`config.mk`:
```
export PLATFORM = sky130hd
export DESIGN_NAME = cache_mem_arbiter
export DESIGN_NICKNAME = d
export VERILOG_FILES = /design/src/rtl/cache_mem_arbiter_pkg.sv /design/src/rtl/rr_picker2.sv /design/src/rtl/cache_mem_arbiter.sv
export SDC_FILE = /design/constraint.sdc
export NUM_CORES = 1
export LEC_CHECK = 0
export CORE_AREA = 2 2 340 342
export CTS_CLUSTER_SIZE = 20
export DETAILED_ROUTE_END_ITERATION = 7
export DIE_AREA = 0 0 342 344
export DONT_BUFFER_PORTS = 1
export PLACE_DENSITY = 0.38
export SLEW_MARGIN = 40
export SYNTH_ARGS = -nofsm -noshare
export SYNTH_HDL_FRONTEND = slang
export SYNTH_SLANG_ARGS = --single-unit
```
`constraint.sdc`:
```
create_clock -name clk -period 2.4 [get_ports clk]
set_input_delay 0.48 -clock clk [delete_from_list [all_inputs] [get_ports clk]]
set_output_delay 0.48 -clock clk [all_outputs]
set_load 0.005 [all_outputs]
```
`src/rtl/cache_mem_arbiter_pkg.sv`:
```
// Shared types and constants for the cache-to-memory line port arbiter.
// State encoding, port ids and default geometry.
package cache_mem_arbiter_pkg;

    typedef enum logic [1:0] {
        IDLE,
        BUSY,
        RESP
    } state_t;

    localparam logic PORT_ICACHE = 1'b0;
    localparam logic PORT_DCACHE = 1'b1;

    localparam int DEF_ADDR_WIDTH = 32;
    localparam int DEF_LINE_WIDTH = 128;

endpackage

```
`src/rtl/rr_picker2.sv`:
```
// Two-way round-robin picker with an optional lock to one owner.
// Purely combinational.
module rr_picker2 (
    input  logic [1:0] req,
    input  logic       lastGrant,
    input  logic       lock,
    input  logic       lockOwner,
    output logic       grantValid,
    output logic       grantId
);

    always_comb begin
        grantValid = 1'b0;
        grantId    = ~lastGrant;
        if (lock) begin
            grantValid = req[lockOwner];
            grantId    = lockOwner;
        end else begin
            case (req)
                2'b01: begin
                    grantValid = 1'b1;
                    grantId    = 1'b0;
                end
                2'b10: begin
                    grantValid = 1'b1;
                    grantId    = 1'b1;
                end
                2'b11: begin
                    grantValid = 1'b1;
                    grantId    = ~lastGrant;
                end
                default: ;
            endcase
        end
    end

endmodule

```
`src/rtl/cache_mem_arbiter.sv`:
```
// Shares one main-memory line port between the I-cache and D-cache.
// Round-robin grant, optional hold across a write-back/refill pair, timeout.
module cache_mem_arbiter
    import cache_mem_arbiter_pkg::*;
#(
    parameter int ADDR_WIDTH = DEF_ADDR_WIDTH,
    parameter int LINE_WIDTH = DEF_LINE_WIDTH,
    parameter int MAX_WAIT   = 16
) (
    input  logic                  clk,
    input  logic                  reset,
    input  logic                  req0,
    input  logic                  isMemRead0,
    input  logic                  hold0,
    input  logic [ADDR_WIDTH-1:0] memAddress0,
    input  logic [LINE_WIDTH-1:0] memWriteData0,
    output logic                  ack0,
    output logic                  error0,
    output logic [LINE_WIDTH-1:0] readData0,
    input  logic                  req1,
    input  logic                  isMemRead1,
    input  logic                  hold1,
    input  logic [ADDR_WIDTH-1:0] memAddress1,
    input  logic [LINE_WIDTH-1:0] memWriteData1,
    output logic                  ack1,
    output logic                  error1,
    output logic [LINE_WIDTH-1:0] readData1,
    output logic                  memReq,
    output logic                  memIsRead,
    output logic [ADDR_WIDTH-1:0] memAddress,
    output logic [LINE_WIDTH-1:0] memWriteData,
    input  logic [LINE_WIDTH-1:0] memReadData,
    input  logic                  memReady
);

    localparam int TW = $clog2(MAX_WAIT + 1);

    state_t                state, state_n;
    logic                  owner, last_grant, lock, op, timeout;
    logic [ADDR_WIDTH-1:0] addr;
    logic [LINE_WIDTH-1:0] wdata, rdata0, rdata1, line_in;
    logic [TW-1:0]         timer;
    logic [1:0]            ack, err, req_v, hold_v;
    logic                  lock_eff, gnt_v, gnt_id, done, expire, busy;

    assign req_v  = {req1, req0};
    assign hold_v = {hold1, hold0};

    // The lock drops as soon as the owner neither holds nor requests.
    assign lock_eff = lock && (hold_v[owner] || req_v[owner]);

    rr_picker2 u_picker (
        .req       (req_v),
        .lastGrant (last_grant),
        .lock      (lock_eff),
        .lockOwner (owner),
        .grantValid(gnt_v),
        .grantId   (gnt_id)
    );

    always_ff @(posedge clk) begin
        if (reset) state <= IDLE;
        else       state <= state_n;
    end

    always_comb begin
        state_n = state;
        done    = 1'b0;
        expire  = 1'b0;
        unique case (state)
            IDLE: if (gnt_v) state_n = BUSY;
            BUSY: begin
                if (memReady) begin
                    done    = 1'b1;
                    state_n = RESP;
                end else if (timer == TW'(MAX_WAIT - 1)) begin
                    expire  = 1'b1;
                    state_n = RESP;
                end
            end
            RESP:    state_n = IDLE;
            default: state_n = IDLE;
        endcase
    end

    assign line_in = (done && op) ? memReadData : '0;

    always_ff @(posedge clk) begin
        if (reset) begin
            owner      <= 1'b0;
            last_grant <= 1'b1;
            lock       <= 1'b0;
            op         <= 1'b0;
            addr       <= '0;
            wdata      <= '0;
            timer      <= '0;
            timeout    <= 1'b0;
            ack        <= '0;
            err        <= '0;
            rdata0     <= '0;
            rdata1     <= '0;
        end else begin
            ack <= '0;
            err <= '0;
            unique case (state)
                IDLE: begin
                    lock <= lock_eff;
                    if (gnt_v) begin
                        owner   <= gnt_id;
                        timer   <= '0;
                        timeout <= 1'b0;
                        if (gnt_id == PORT_DCACHE) begin
                            op    <= isMemRead1;
                            addr  <= memAddress1;
                            wdata <= memWriteData1;
                        end else begin
                            op    <= isMemRead0;
                            addr  <= memAddress0;
                            wdata <= memWriteData0;
                        end
                    end
                end
                BUSY: begin
                    if (done || expire) begin
                        ack[owner] <= 1'b1;
                        err[owner] <= expire;
                        timeout    <= expire;
                        timer      <= '0;
                        if (owner == PORT_DCACHE) rdata1 <= line_in;
                        else                      rdata0 <= line_in;
                    end else begin
                        timer <= timer + TW'(1);
                    end
                end
                RESP: begin
                    last_grant <= owner;
                    lock       <= hold_v[owner] && !timeout;
                end
                default: ;
            endcase
        end
    end

    assign busy         = (state == BUSY);
    assign memReq       = busy;
    assign memIsRead    = busy && op;
    assign memAddress   = busy ? addr : '0;
    assign memWriteData = busy ? wdata : '0;

    assign ack0      = ack[PORT_ICACHE];
    assign ack1      = ack[PORT_DCACHE];
    assign error0    = err[PORT_ICACHE];
    assign error1    = err[PORT_DCACHE];
    assign readData0 = rdata0;
    assign readData1 = rdata1;

endmodule

```
After elaboration in Yosys (flattened, before gate mapping). Index checks and enable logic that the tools add are counted.

Bits in registers: 432. Bits of input ports: 457. Word-level logic and storage cells: 81.

Add/sub/neg operators: 1. Magnitude comparators: 2. Equality and inequality tests: 9. Mux-type cells: 32. Bitwise operators: 5. Reductions and logical operators: 19.

Operator list (count): 128-bit two-way mux (3); 32-bit two-way mux (2); 1-bit two-way mux (16); 5-bit two-way mux (2); 5-bit case mux with 2 select lines (1); 3-bit AND reduction (3); 2-bit equality test (second input constant) (3); 2-bit two-way mux (3); 1-bit case mux with 2 select lines (3); 2-bit AND reduction (3); 3-bit OR reduction (2); 5-bit by 1-bit adder with 5-bit output (second input constant) (1); 5-bit by 4-bit equality test with 1-bit output (second input constant) (1); 1-bit logical AND (5); 2-bit by 1-bit equality test with 1-bit output (second input constant) (2); 1-bit NOT (4); 2-bit case mux with 2 select lines (1); 2-bit nonzero test (2); 3-bit by 2-bit inequality test with 1-bit output (second input constant) (1); 2-bit bitwise AND (1); 2-bit logical NOT (1); 1-bit logical OR (2); 1-bit by 2-bit less-than comparator with 1-bit output (second input constant) (1); 2-bit by 1-bit inequality test with 1-bit output (second input constant) (1); other kinds (4) (4).

Depth between registers and ports, before layout. Gate-level depths: netlist of the first run.

Depth in word-level cells: 7. Mapped depth: 10. Gate-level depth less buffers: 8.

Hierarchy. From an unflattened synthesis of the first run, not the netlist that was laid out.

Cell total of the unflattened synthesis: 2115. Area total of the unflattened synthesis: 18238.7 um^2.

By module, submodules not included: cache_mem_arbiter (times used 1, cells an instance 2105, area each 18161.2 um^2, seq. area each 8648.3 um^2); rr_picker2 (times used 1, cells an instance 10, area each 77.6 um^2, seq. area each 0.0 um^2).

Worst setup path after synthesis of the first run. Ideal clock, no wire load.

Path type: in2reg. Start: input port req0. End: register wdata[20]. Library setup time: 134 ps. Arrival: 2216 ps. Setup slack: 50 ps. Stages on the path: 9. Path buffers: 3. Cells stage by stage: inv_1 > ha_1 > a21oi_1 > buf_2 > buf_2 > buf_1 > mux2_2 > o21ai_0 > a211oi_1.

Word-level cells in the longest chain between the ends: 6. Elaborated cells between the ends (all ways): 14.

RTL lines: start: declaration (line cache_mem_arbiter.sv:12) `input logic req0,`; parallel branches: the longest is 6 deep, another holds 3-bit OR reduction; end signal: assignment (line cache_mem_arbiter.sv:115) `wdata <= memWriteData1;`; end signal: assignment (line cache_mem_arbiter.sv:119) `wdata <= memWriteData0;`; end: declaration (line cache_mem_arbiter.sv:41) `logic [LINE_WIDTH-1:0] wdata, rdata0, rdata1, line_in;`.

Several ways; the timed one is not identified. The select of a mux whose other input is x is not followed. A chain may end at the register's enable or synchronous reset.

Worst setup path after layout of the first run.
Start: register state[1]. End: output port memWriteData[56].

Word-level cells in the longest chain between the ends: 2.

RTL lines: start: declaration (line cache_mem_arbiter.sv:38) `state_t state, state_n;`; start signal: assignment (line cache_mem_arbiter.sv:63) `else state <= state_n;`; 2-bit by 1-bit equality test with 1-bit output (line cache_mem_arbiter.sv:144) `assign busy = (state == BUSY);`; 128-bit two-way mux (line cache_mem_arbiter.sv:148) `assign memWriteData = busy ? wdata : '0;`; end: declaration (line cache_mem_arbiter.sv:31) `output logic [LINE_WIDTH-1:0] memWriteData,`.

Every way passes these cells.

==> run_results.csv, run 1 <==
group,metric,value,unit
sta,skew,0.0262,ns
logic_synthesis,postSynth.asyncResetShare,0,%
setup_path,critPathMaxFanout,18,
routing,avg_vias_per_cell,4.49,
sta,fin_crit_period,2.33,ns
routing,drt_wl_total,99000,microns
logic_synthesis,synth_top_area_share,40.5,%
clock_tree,clk-insertion-delay-late,0.65,ns
setup_path,crit_path_end_kind,"output pin",
placement,routabilityCongestion,0.824,
setup_path,worst_ep_required_time,1.92,ns
sta,transition_time_at_the_pin_with_the_least_slew_margin,1.12,ns
grt,first_global_vias,18800,
logic_synthesis,synth_xor_xnor_area_share,0,%
min_path,worstHoldPathCells,1,
routing,drt_iter0_drc,953,
logic_synthesis,synth.lib_cells_used.distinct,38,
pwr,leakage,0.00917,uW
routing,wl_per_cell,23.0,microns
clock_tree,cts.reportedPaths.clkPinSlew,0.06,ns
status,status,"finished, violations left",
clock_tree,cts_made_buffers,55,
min_path,worstHoldEndpoint,"wdata[122]",
placement,placement.cell_area,23800,sq um
job,cap_viol_max_count,0,
clock_tree,clock_sinks,432,
logic_synthesis,post_synth_and_or_nand_nor_area_fraction,22.1,%
routing,antenna_violating_nets_post_route,0,
pwr,p_clk_share,43.5,%
logic_synthesis,synth_edf_count,0,
placement,dp_hpwl,71900,microns
min_path,launch_point_of_the_worst_hold_path,"reset",
setup_path,worst_path_max_delay_cell,"sky130_fd_sc_hd__dfxtp_4",
pwr,netSwitchingFraction,28.2,%
setup_path,crit_type,"reg2out",
sta,timing.final.hold_violations,1,
floorplanning,io_pins,879,
floorplanning,design.die.area,118000,sq um
sta,fin_crit_sh,96.9,%
placement,buffer_ports.inserted,0,
sta,whs,-0.0330,ns
logic_synthesis,synth.largest_area_cell,"sky130_fd_sc_hd__dfxtp_1",
layout,drive_gt1_share,17.2,%
sta,rsz_0062_raised_after_global_routing,"false",
grt,antenna_found_initial,9,
setup_path,worstPathArrival,1.85,ns
floorplanning,initial_core_util,18.7,%
logic_synthesis,area_fraction_in_compound_gates_after_synthesis,16.0,%
pwr,comb_power_share,16.1,%
logic_synthesis,ys_ff_latch,432,
grt,grt_remaining_overflow,0,
sta,max-slew-margin-rel,25.2,%
grt,grt_first_pass_wirelength,136000,microns
setup_path,critPathMostFrequentCell,"sky130_fd_sc_hd__buf_16",
floorplanning,die_width,342,microns
layout,nets,3214,
logic_synthesis,postSynthCellCount,2658,
logic_synthesis,number_of_nets_in_the_synthesized_netlist,3119,
setup_path,critPathMaxStageDelay,0.34,ns
sta,timing.fmax,430,MHz
setup_path,crit-reg2reg-launch,"lock",
grt,gr-usage-all-layers,15.5,%
layout,final_design_area_no_fill,27400,sq um
routing,vias,19300,
pwr,total_power,19200,uW
setup_path,rr_worst_depth,6,
clock_tree,cts_htree_levels,2,
logic_synthesis,post_synth_top_flop,"sky130_fd_sc_hd__dfxtp_1",
routing,drc_errors,0,
pwr,cell_internal_pwr,13800,uW
pwr,power_per_cell_area,702,nW/um^2
status,failed_checks,"hold timing",
setup_path,setup.reg_to_reg.worst_slack,0.12,ns
layout,layout.cells.most_common,"sky130_fd_sc_hd__dfxtp_1",
logic_synthesis,synth-warning-count,0,
logic_synthesis,synth.avg_cell_area,8.02,sq um
layout,layout.cells.most_common_list,"429 x sky130_fd_sc_hd__dfxtp_1, 421 x sky130_fd_sc_hd__nand2_1, 261 x sky130_fd_sc_hd__a21oi_1, 258 x sky130_fd_sc_hd__nand3_1, 172 x sky130_fd_sc_hd__nor2_1",
sta,drv_slew,0,
pwr,netSwitchingPower,5420,uW
logic_synthesis,synth.area.top_cells,"sky130_fd_sc_hd__dfxtp_1 41%, sky130_fd_sc_hd__mux2_2 8.5%, sky130_fd_sc_hd__mux2i_1 7.5%",
layout,syn2layout_area_growth,28.4,%
logic_synthesis,ys_seq_area_share,40.5,%
pwr,seqPwrFrac,40.5,%
logic_synthesis,synth_fa_ha_area_share,0.235,%
min_path,hold_class,"in2reg",
grt,grt_max_degree,433,
logic_synthesis,mappedNetlistArea,21300,sq um
setup_path,start_kind,"flip-flop",
floorplanning,core_region_area,114000,sq um
clock_tree,cts_tree,"yes",
logic_synthesis,combinational_family_with_the_most_area_after_synthesis,"simple AND/OR/NAND/NOR gates",
floorplanning,die_height,344,microns
clock_tree,clock-root-buffer,"sky130_fd_sc_hd__clkbuf_16",
floorplanning,placementRows,124,
logic_synthesis,synth.mux.area_fraction,16.0,%
clock_tree,cts_max_path_buffers,3,
pwr,vdd.ir_drop.worst,0.479,mV
routing,first_pass_iters,4,
sta,setup-violations-final,0,
setup_path,rr_endpoint,"timer[1]",
setup_path,crit_chain,"nand2b_4 > clkinv_8 > buf_16 > buf_16 > and2_2",
-- Yosys cell counts, types with 2 or more instances --
master,count
sky130_fd_sc_hd__and2_1,162
sky130_fd_sc_hd__buf_4,13
sky130_fd_sc_hd__inv_1,4
sky130_fd_sc_hd__nor3_1,8
sky130_fd_sc_hd__a21oi_1,262
sky130_fd_sc_hd__a31oi_1,4
sky130_fd_sc_hd__nand3_1,258
sky130_fd_sc_hd__a211oi_1,160
sky130_fd_sc_hd__and3_1,2
sky130_fd_sc_hd__buf_1,19
sky130_fd_sc_hd__nor2b_1,3
sky130_fd_sc_hd__dfxtp_1,432
sky130_fd_sc_hd__ha_1,4
sky130_fd_sc_hd__clkbuf_1,186
sky130_fd_sc_hd__mux2_2,161
sky130_fd_sc_hd__buf_2,42
sky130_fd_sc_hd__or4_1,2
sky130_fd_sc_hd__mux2i_1,160
sky130_fd_sc_hd__o21ai_0,163
sky130_fd_sc_hd__nand2_1,422
sky130_fd_sc_hd__nor2_1,174
-- layout make-up --
cell class,instances,area [sq um]
Inverter,4,27.5
Tap cell,1512,1890
Clock buffer,75,1550
Fill cell,12600,86500
Sequential cell,432,8660
Timing Repair Buffer,298,3240
Antenna cell,5,12.5
Multi-Input combinational cell,1962,11800
Clock inverter,21,228
-- critical path, delay by kind of cell (launching register included) --
kind | cells | cell delay (ns)
buffers and inverters | 3 | 0.44
DFF | 1 | 0.34
and+or+nand+nor | 2 | 0.38
-- flip-flops by register name, indices dropped and copies added (netlist names) --
name,count
last_grant,1
readData0,128
op,1
owner,1
err,2
addr,32
ack,2
state,2
timer,5
lock,1
timeout,1
readData1,128
wdata,128
-- routing by layer --
layer / vias to the layer above / global-route usage, % / wire length (microns)
li1: 9436 / - / -
met1: 9017 / 17.2 / 37700
met2: 734 / 25.9 / 46600
met3: 149 / 6.87 / 10700
met4: 4 / 6.45 / 4010
met5: - / 0 / 27
-- cells by family (layout without fill, tap and decap cells) --
kind of cell	Yosys count	after routing
buffers and inverters	264	398
flip-flops	432	432
other	0	5
adder cells (fa/ha/maj)	4	4
AO/OA/AOI/OAI	596	596
multiplexers	321	321
AND/OR/NAND/NOR	1041	1041
-- metrics by stage --
stage | utilization [%] | cells | setup TNS [ns] | hold WS (ns) | worst slack (ns)
global route | 24.1 | 4307 | 0 | -0.0931 | 0.00166
CTS | 23.8 | 4289 | -2.01 | -0.127 | -0.0642
floorplan | - | 2658 | 0 | 0.428 | 0.0503
detailed placement | 20.9 | 4059 | -0.661 | 0.461 | -0.116
global placement | 20.9 | 4059 | -0.480 | 0.460 | -0.101
finish | 24.1 | 4309 | 0 | -0.0330 | 0.0740
-- how the worst max path moves through the flow --
stage	from	to	slack, ns	cells past startpoint
after detailed placement	req0	wdata[86]	-0.12	9
final	state[1]	memWriteData[56]	0.07	5
after global routing	state[1]	memWriteData[56]	0.002	5
after global placement	req0	wdata[86]	-0.10	9
after CTS	state[1]	memWriteData[56]	-0.06	5
after floorplan	req0	wdata[20]	0.05	9
-- what timing repair did --
item | CTS | global route
endpoints found under the hold margin | 361 | 31
hold buffers | 131 | 7
resized for setup | 56 | 32
pin swaps | 3 | 0
buffers inserted | 1 | 4
cloned | 2 | 4
endpoints found under the setup margin | 142 | 321
-- power groups by stage --
stage | Sequential, uW | Clock, uW | Combinational [uW]
final | 7780 | 8360 | 3090
after detailed placement | 7930 | 0 | 2700
after floorplan | 7800 | 0 | 1950
after global routing | 7830 | 8960 | 3380
after CTS | 7790 | 8720 | 3030
after global placement | 7930 | 0 | 2680
Note: power is estimated with default switching activity, not from simulation.
==> run 2, diff against run 1 <==
--- a/config.mk
+++ b/config.mk
@@ -10,7 +10,7 @@
 export DETAILED_ROUTE_END_ITERATION = 7
 export DIE_AREA = 0 0 342 344
 export DONT_BUFFER_PORTS = 1
-export PLACE_DENSITY = 0.38
+export PLACE_DENSITY = 0.4
 export SLEW_MARGIN = 40
 export SYNTH_ARGS = -nofsm -noshare
 export SYNTH_HDL_FRONTEND = slang
==> run 2 against run 1 <==
The run now ends clean. Non-clock buffer count fell by 10. Die area stayed put. Register-to-register slack gained 0.06 ns. Critical path type unchanged. Largest power group unchanged.
==> run_results.csv, run 2 (synthesized netlist as in run 1, its figures left out) <==
group,metric,value,unit
status,status,"finished clean",
floorplanning,core_region_area,114000,sq um
clock_tree,clk-insertion-delay-late,0.64,ns
routing,avg_vias_per_cell,4.46,
floorplanning,die_height,344,microns
layout,layoutNonFillerInstCount,4299,
layout,syn2layout_area_growth,27.9,%
setup_path,critPathMaxStageDelay,0.32,ns
sta,rsz_0062_raised_after_global_routing,"false",
clock_tree,clock_sinks,432,
routing,drc_errors,0,
setup_path,crit_type,"reg2out",
pwr,seqPwrFrac,40.6,%
grt,grt_max_degree,305,
pwr,netSwitchingPower,5380,uW
sta,whs,0.0575,ns
clock_tree,cts_tree,"yes",
setup_path,crit_chain,"nand2b_4 > inv_16 > bufbuf_16 > and2_2",
sta,setup-violations-final,0,
floorplanning,design.die.area,118000,sq um
routing,wl_per_cell,22.6,microns
pwr,power_per_cell_area,702,nW/um^2
layout,nets,3205,
placement,dp_hpwl,71300,microns
placement,buffer_ports.inserted,0,
layout,final_design_area_no_fill,27300,sq um
setup_path,start_kind,"flip-flop",
grt,first_global_vias,18700,
clock_tree,cts.reportedPaths.clkPinSlew,0.06,ns
sta,fin_crit_period,2.28,ns
setup_path,crit_path_end_kind,"output pin",
layout,final_core_util,24.0,%
sta,timing.final.hold_violations,0,
placement,placement.cell_area,23800,sq um
pwr,total_power,19100,uW
layout,layout.cells.most_common_list,"429 x sky130_fd_sc_hd__dfxtp_1, 421 x sky130_fd_sc_hd__nand2_1, 261 x sky130_fd_sc_hd__a21oi_1, 258 x sky130_fd_sc_hd__nand3_1, 172 x sky130_fd_sc_hd__nor2_1",
routing,vias,19200,
pwr,vdd.ir_drop.worst,0.469,mV
placement,numPlacedInstances,4058,
grt,gr-usage-all-layers,15.4,%
pwr,netSwitchingFraction,28.1,%
sta,drv_slew,0,
sta,transition_time_at_the_pin_with_the_least_slew_margin,1.15,ns
grt,grt_remaining_overflow,0,
setup_path,critPathMaxFanout,14,
sta,fin_crit_sh,95.1,%
min_path,hold_class,"in2reg",
pwr,cell_internal_pwr,13800,uW
clock_tree,clock-root-buffer,"sky130_fd_sc_hd__clkbuf_16",
layout,drive_gt1_share,16.8,%
setup_path,worst_path_max_delay_cell,"sky130_fd_sc_hd__dfxtp_2",
floorplanning,io_pins,879,
routing,drt_wl_total,97200,microns
routing,first_pass_iters,5,
sta,max-slew-margin-rel,23.4,%
sta,timing.fmax,438,MHz
floorplanning,initial_core_util,18.7,%
clock_tree,cts_made_buffers,54,
routing,drt_iter0_drc,835,
floorplanning,placementRows,124,
placement,routabilityCongestion,0.801,
floorplanning,die_width,342,microns
job,cap_viol_max_count,0,
pwr,p_clk_share,43.4,%
setup_path,worst_ep_required_time,1.92,ns
pwr,comb_power_share,16.0,%
grt,grt_first_pass_wirelength,135000,microns
layout,layout.cells.most_common,"sky130_fd_sc_hd__dfxtp_1",
pwr,leakage,0.00911,uW
routing,antenna_violating_nets_post_route,0,
clock_tree,cts_htree_levels,2,
grt,antenna_found_initial,7,
setup_path,worstPathArrival,1.80,ns
clock_tree,cts_max_path_buffers,3,
sta,skew,0.0312,ns
-- run 2: cell types whose count changed in the layout (fill, tap and decap cells not counted), sizes merged --
cell | before | now
clkbuf | 79 | 80
buf | 156 | 157
bufinv | 3 | 2
diode | 5 | 6
clkinv | 12 | 6
inv | 6 | 8
and2 | 162 | 163
clkinvlp | 4 | 3
dlygate4sd3 | 137 | 129
-- run 2: layout make-up --
class                           instances  area (sq um)
Multi-Input combinational cell       1963         11800
Antenna cell                            6          15.0
Timing Repair Buffer                  288          3140
Timing Repair inverter                  1          11.3
Fill cell                           12500         86600
Inverter                                4          31.3
Sequential cell                       432          8660
Tap cell                             1512          1890
Clock inverter                         14           180
Clock buffer                           79          1600
-- run 2: worst paths after layout --
kind / from / endpoint / slack, ns / cells past startpoint
setup reg to reg: owner / wdata[50] / 0.18 / 7
setup / recovery: state[1] / memWriteData[53] / 0.12 / 4
hold / removal: memReadData[88] / readData0[88] / 0.06 / 2
hold reg to reg: timer[3] / timer[3] / 0.46 / 1
-- run 2: critical path, delay by kind of cell, from the launching register on --
family / cells / cell delay [ns]
buffers and inverters: 2 / 0.43
DFF: 1 / 0.32
and+or+nand+nor: 2 / 0.40
-- run 2: repair_timing --
action,4_1_cts,5_1_grt
hold buffers,131,0
setup buffers,4,2
pin swaps,0,0
endpoints found under the hold margin,312,0
gates resized for setup,53,26
setup endpoints to repair,149,70
cloned,3,2
-- run 2: stage by stage --
stage	setup slack (ns)	setup TNS [ns]
2_1_floorplan	0.0503	0
5_1_grt	0.0156	0
4_1_cts	-0.0510	-0.596
3_3_place_gp	-0.0816	-0.271
6_report	0.117	0
3_5_place_dp	-0.0751	-0.176
-- run 2: power by group through the flow --
stage,Clock [uW],Sequential (uW),Combinational [uW]
floorplan,0,7800,1950
global placement,0,7930,2650
detailed placement,0,7930,2660
CTS,8580,7780,3070
global route,8890,7820,3360
finish,8300,7780,3060
-- run 2: layer usage --
layer,global-route usage (%),routed length (microns),vias to the layer above
met3,6.21,10000,109
li1,-,-,9447
met2,26.6,46900,683
met5,0,41,-
met1,17.6,37800,8927
met4,4.07,2500,6
==> run 3, diff against run 2 <==
--- a/config.mk
+++ b/config.mk
@@ -10,7 +10,7 @@
 export DETAILED_ROUTE_END_ITERATION = 7
 export DIE_AREA = 0 0 342 344
 export DONT_BUFFER_PORTS = 1
-export PLACE_DENSITY = 0.4
+export PLACE_DENSITY = 0.3
 export SLEW_MARGIN = 40
 export SYNTH_ARGS = -nofsm -noshare
 export SYNTH_HDL_FRONTEND = slang
==> run 3 against run 2 <==
The run now ends with slew limit left. Worst hold slack worse by 0.055 ns. Non-clock buffer count up 9. Fmax shrank 3.2%. Clock power is 8.3% higher.
==> run_results.csv, run 3 (synthesized netlist as in run 1, its figures left out) <==
group,metric,value,unit
status,status,"finished, violations left",
status,failed_checks,"slew limit",
layout,num-fill-cells,12500,
routing,vias,19300,
pwr,leakage,0.00931,uW
clock_tree,cts_max_path_buffers,3,
sta,setup-violations-final,0,
routing,avg_vias_per_cell,4.48,
sta,skew,0.0322,ns
layout,drive_gt1_share,17.0,%
routing,drc_errors,0,
floorplanning,die_height,344,microns
setup_path,critical-path-top-delay-family,"buffers and inverters",
clock_tree,clock-root-buffer,"sky130_fd_sc_hd__clkbuf_16",
sta,drv_slew,68,
sta,whs,0.00283,ns
grt,antenna_found_initial,3,
grt,grt_max_degree,433,
placement,buffer_ports.inserted,0,
grt,grt_remaining_overflow,0,
floorplanning,core_region_area,114000,sq um
sta,fin_crit_sh,98.2,%
sta,rsz_0062_raised_after_global_routing,"true",
clock_tree,clk-insertion-delay-late,0.66,ns
setup_path,worstPathArrival,2.88,ns
grt,first_global_vias,19300,
setup_path,crit_path_end_kind,"flip-flop",
layout,layout.cells.most_common,"sky130_fd_sc_hd__dfxtp_1",
layout,syn2layout_area_growth,30.3,%
sta,timing.fmax,424,MHz
job,cap_viol_max_count,0,
pwr,power_per_cell_area,715,nW/um^2
clock_tree,clock_sinks,432,
routing,first_pass_iters,5,
setup_path,critPathMaxFanout,7,
setup_path,crit_type,"reg2reg",
floorplanning,die_width,342,microns
clock_tree,cts_htree_levels,2,
routing,drt_iter0_drc,818,
min_path,hold_class,"in2reg",
floorplanning,design.die.area,118000,sq um
clock_tree,cts_made_buffers,57,
sta,timing.final.hold_violations,0,
setup_path,critPathMaxStageDelay,0.58,ns
layout,layout.cells.most_common_list,"429 x sky130_fd_sc_hd__dfxtp_1, 420 x sky130_fd_sc_hd__nand2_1, 261 x sky130_fd_sc_hd__a21oi_1, 258 x sky130_fd_sc_hd__nand3_1, 173 x sky130_fd_sc_hd__nor2_1",
routing,wl_per_cell,23.0,microns
layout,nets,3215,
setup_path,crit_chain,"nor3b_2 > or3b_4 > buf_4 > a21o_2 > a32oi_1 > nor2_1 > dlygate4sd3_1",
placement,dp_hpwl,72800,microns
sta,fin_crit_period,2.36,ns
clock_tree,cts_tree,"yes",
routing,antenna_violating_nets_post_route,0,
setup_path,crit_buf_inv,2,
floorplanning,io_pins,879,
sta,max-slew-margin-rel,-2.85,%
routing,drt_wl_total,99200,microns
layout,final_core_util,24.4,%
floorplanning,placementRows,124,
pwr,vdd.ir_drop.worst,0.499,mV
setup_path,worst_path_max_delay_cell,"sky130_fd_sc_hd__dlygate4sd3_1",
grt,gr-usage-all-layers,15.8,%
placement,routabilityCongestion,0.812,
floorplanning,initial_core_util,18.7,%
grt,grt_first_pass_wirelength,139000,microns
setup_path,start_kind,"flip-flop",
sta,transition_time_at_the_pin_with_the_least_slew_margin,1.54,ns
setup_path,worst_ep_required_time,2.92,ns
clock_tree,cts.reportedPaths.clkPinSlew,0.06,ns
## run 3: cell types whose count changed in the layout (fill, tap and decap cells not counted), sizes merged
| cell | previous run | this run |
|---|---|---|
| inv | 8 | 4 |
| clkinvlp | 3 | 8 |
| and2 | 163 | 162 |
| diode | 6 | 1 |
| dlygate4sd3 | 129 | 142 |
| buf | 157 | 151 |
| bufinv | 2 | 6 |
| clkinv | 6 | 19 |
| clkbuf | 80 | 75 |
## run 3: worst paths after layout
check | slack (ns) | cells past startpoint | end | from
max reg2reg | 0.04 | 7 | timer[1] | owner
min reg2reg | 0.46 | 1 | timer[3] | timer[3]
min | 0.003 | 2 | readData1[127] | memReadData[127]
max | 0.04 | 7 | timer[1] | owner
## run 3: per-layer routing
layer / global-route usage (%) / share of wire (%) / vias up
li1: - / - / 9455
met1: 16.8 / 37 / 8979
met2: 26.4 / 46 / 751
met3: 8.64 / 13 / 130
met4: 5.67 / 3.6 / 2
met5: 0 / 0.013 / -
## run 3: through the flow
step / TNS [ns] / cells / setup slack (ns) / area [sq um] / power (uW)
floorplan: 0 / 2658 / 0.0503 / 21300 / 9750
global placement: -8.50 / 4055 / -0.310 / 24000 / 10700
detailed placement: -7.36 / 4055 / -0.295 / 24000 / 10700
CTS: -0.117 / 4297 / -0.0167 / 27500 / 20200
global route: -0.0310 / 4313 / -0.0142 / 27800 / 20800
finish: 0 / 4313 / 0.0425 / 27800 / 19900
## run 3: layout make-up
cell class,instances,area [sq um],area share [%]
diodes,1,2.50,0.00900
multi-input cells,1962,11800,42.3
repair buffers,297,3480,12.5
flip-flops and latches,432,8660,31.2
clock inverters,33,390,1.40
inverters,4,27.5,0.0990
clock buffers,72,1580,5.69
well taps,1512,1890,6.81
## run 3: report_power, final
group	internal, uW	switching [uW]
clock	5330	3660
combinational	1480	1650
sequential	7540	234
total	14300	5540
## run 3: timing repair
item                       CTS  global route
hold endpoints to repair   429            30
setup endpoints to repair  154            73
buffers inserted             4             1
cloned                       3             3
pin swaps                    1             4
resized for setup           50            17
hold buffers               131            11
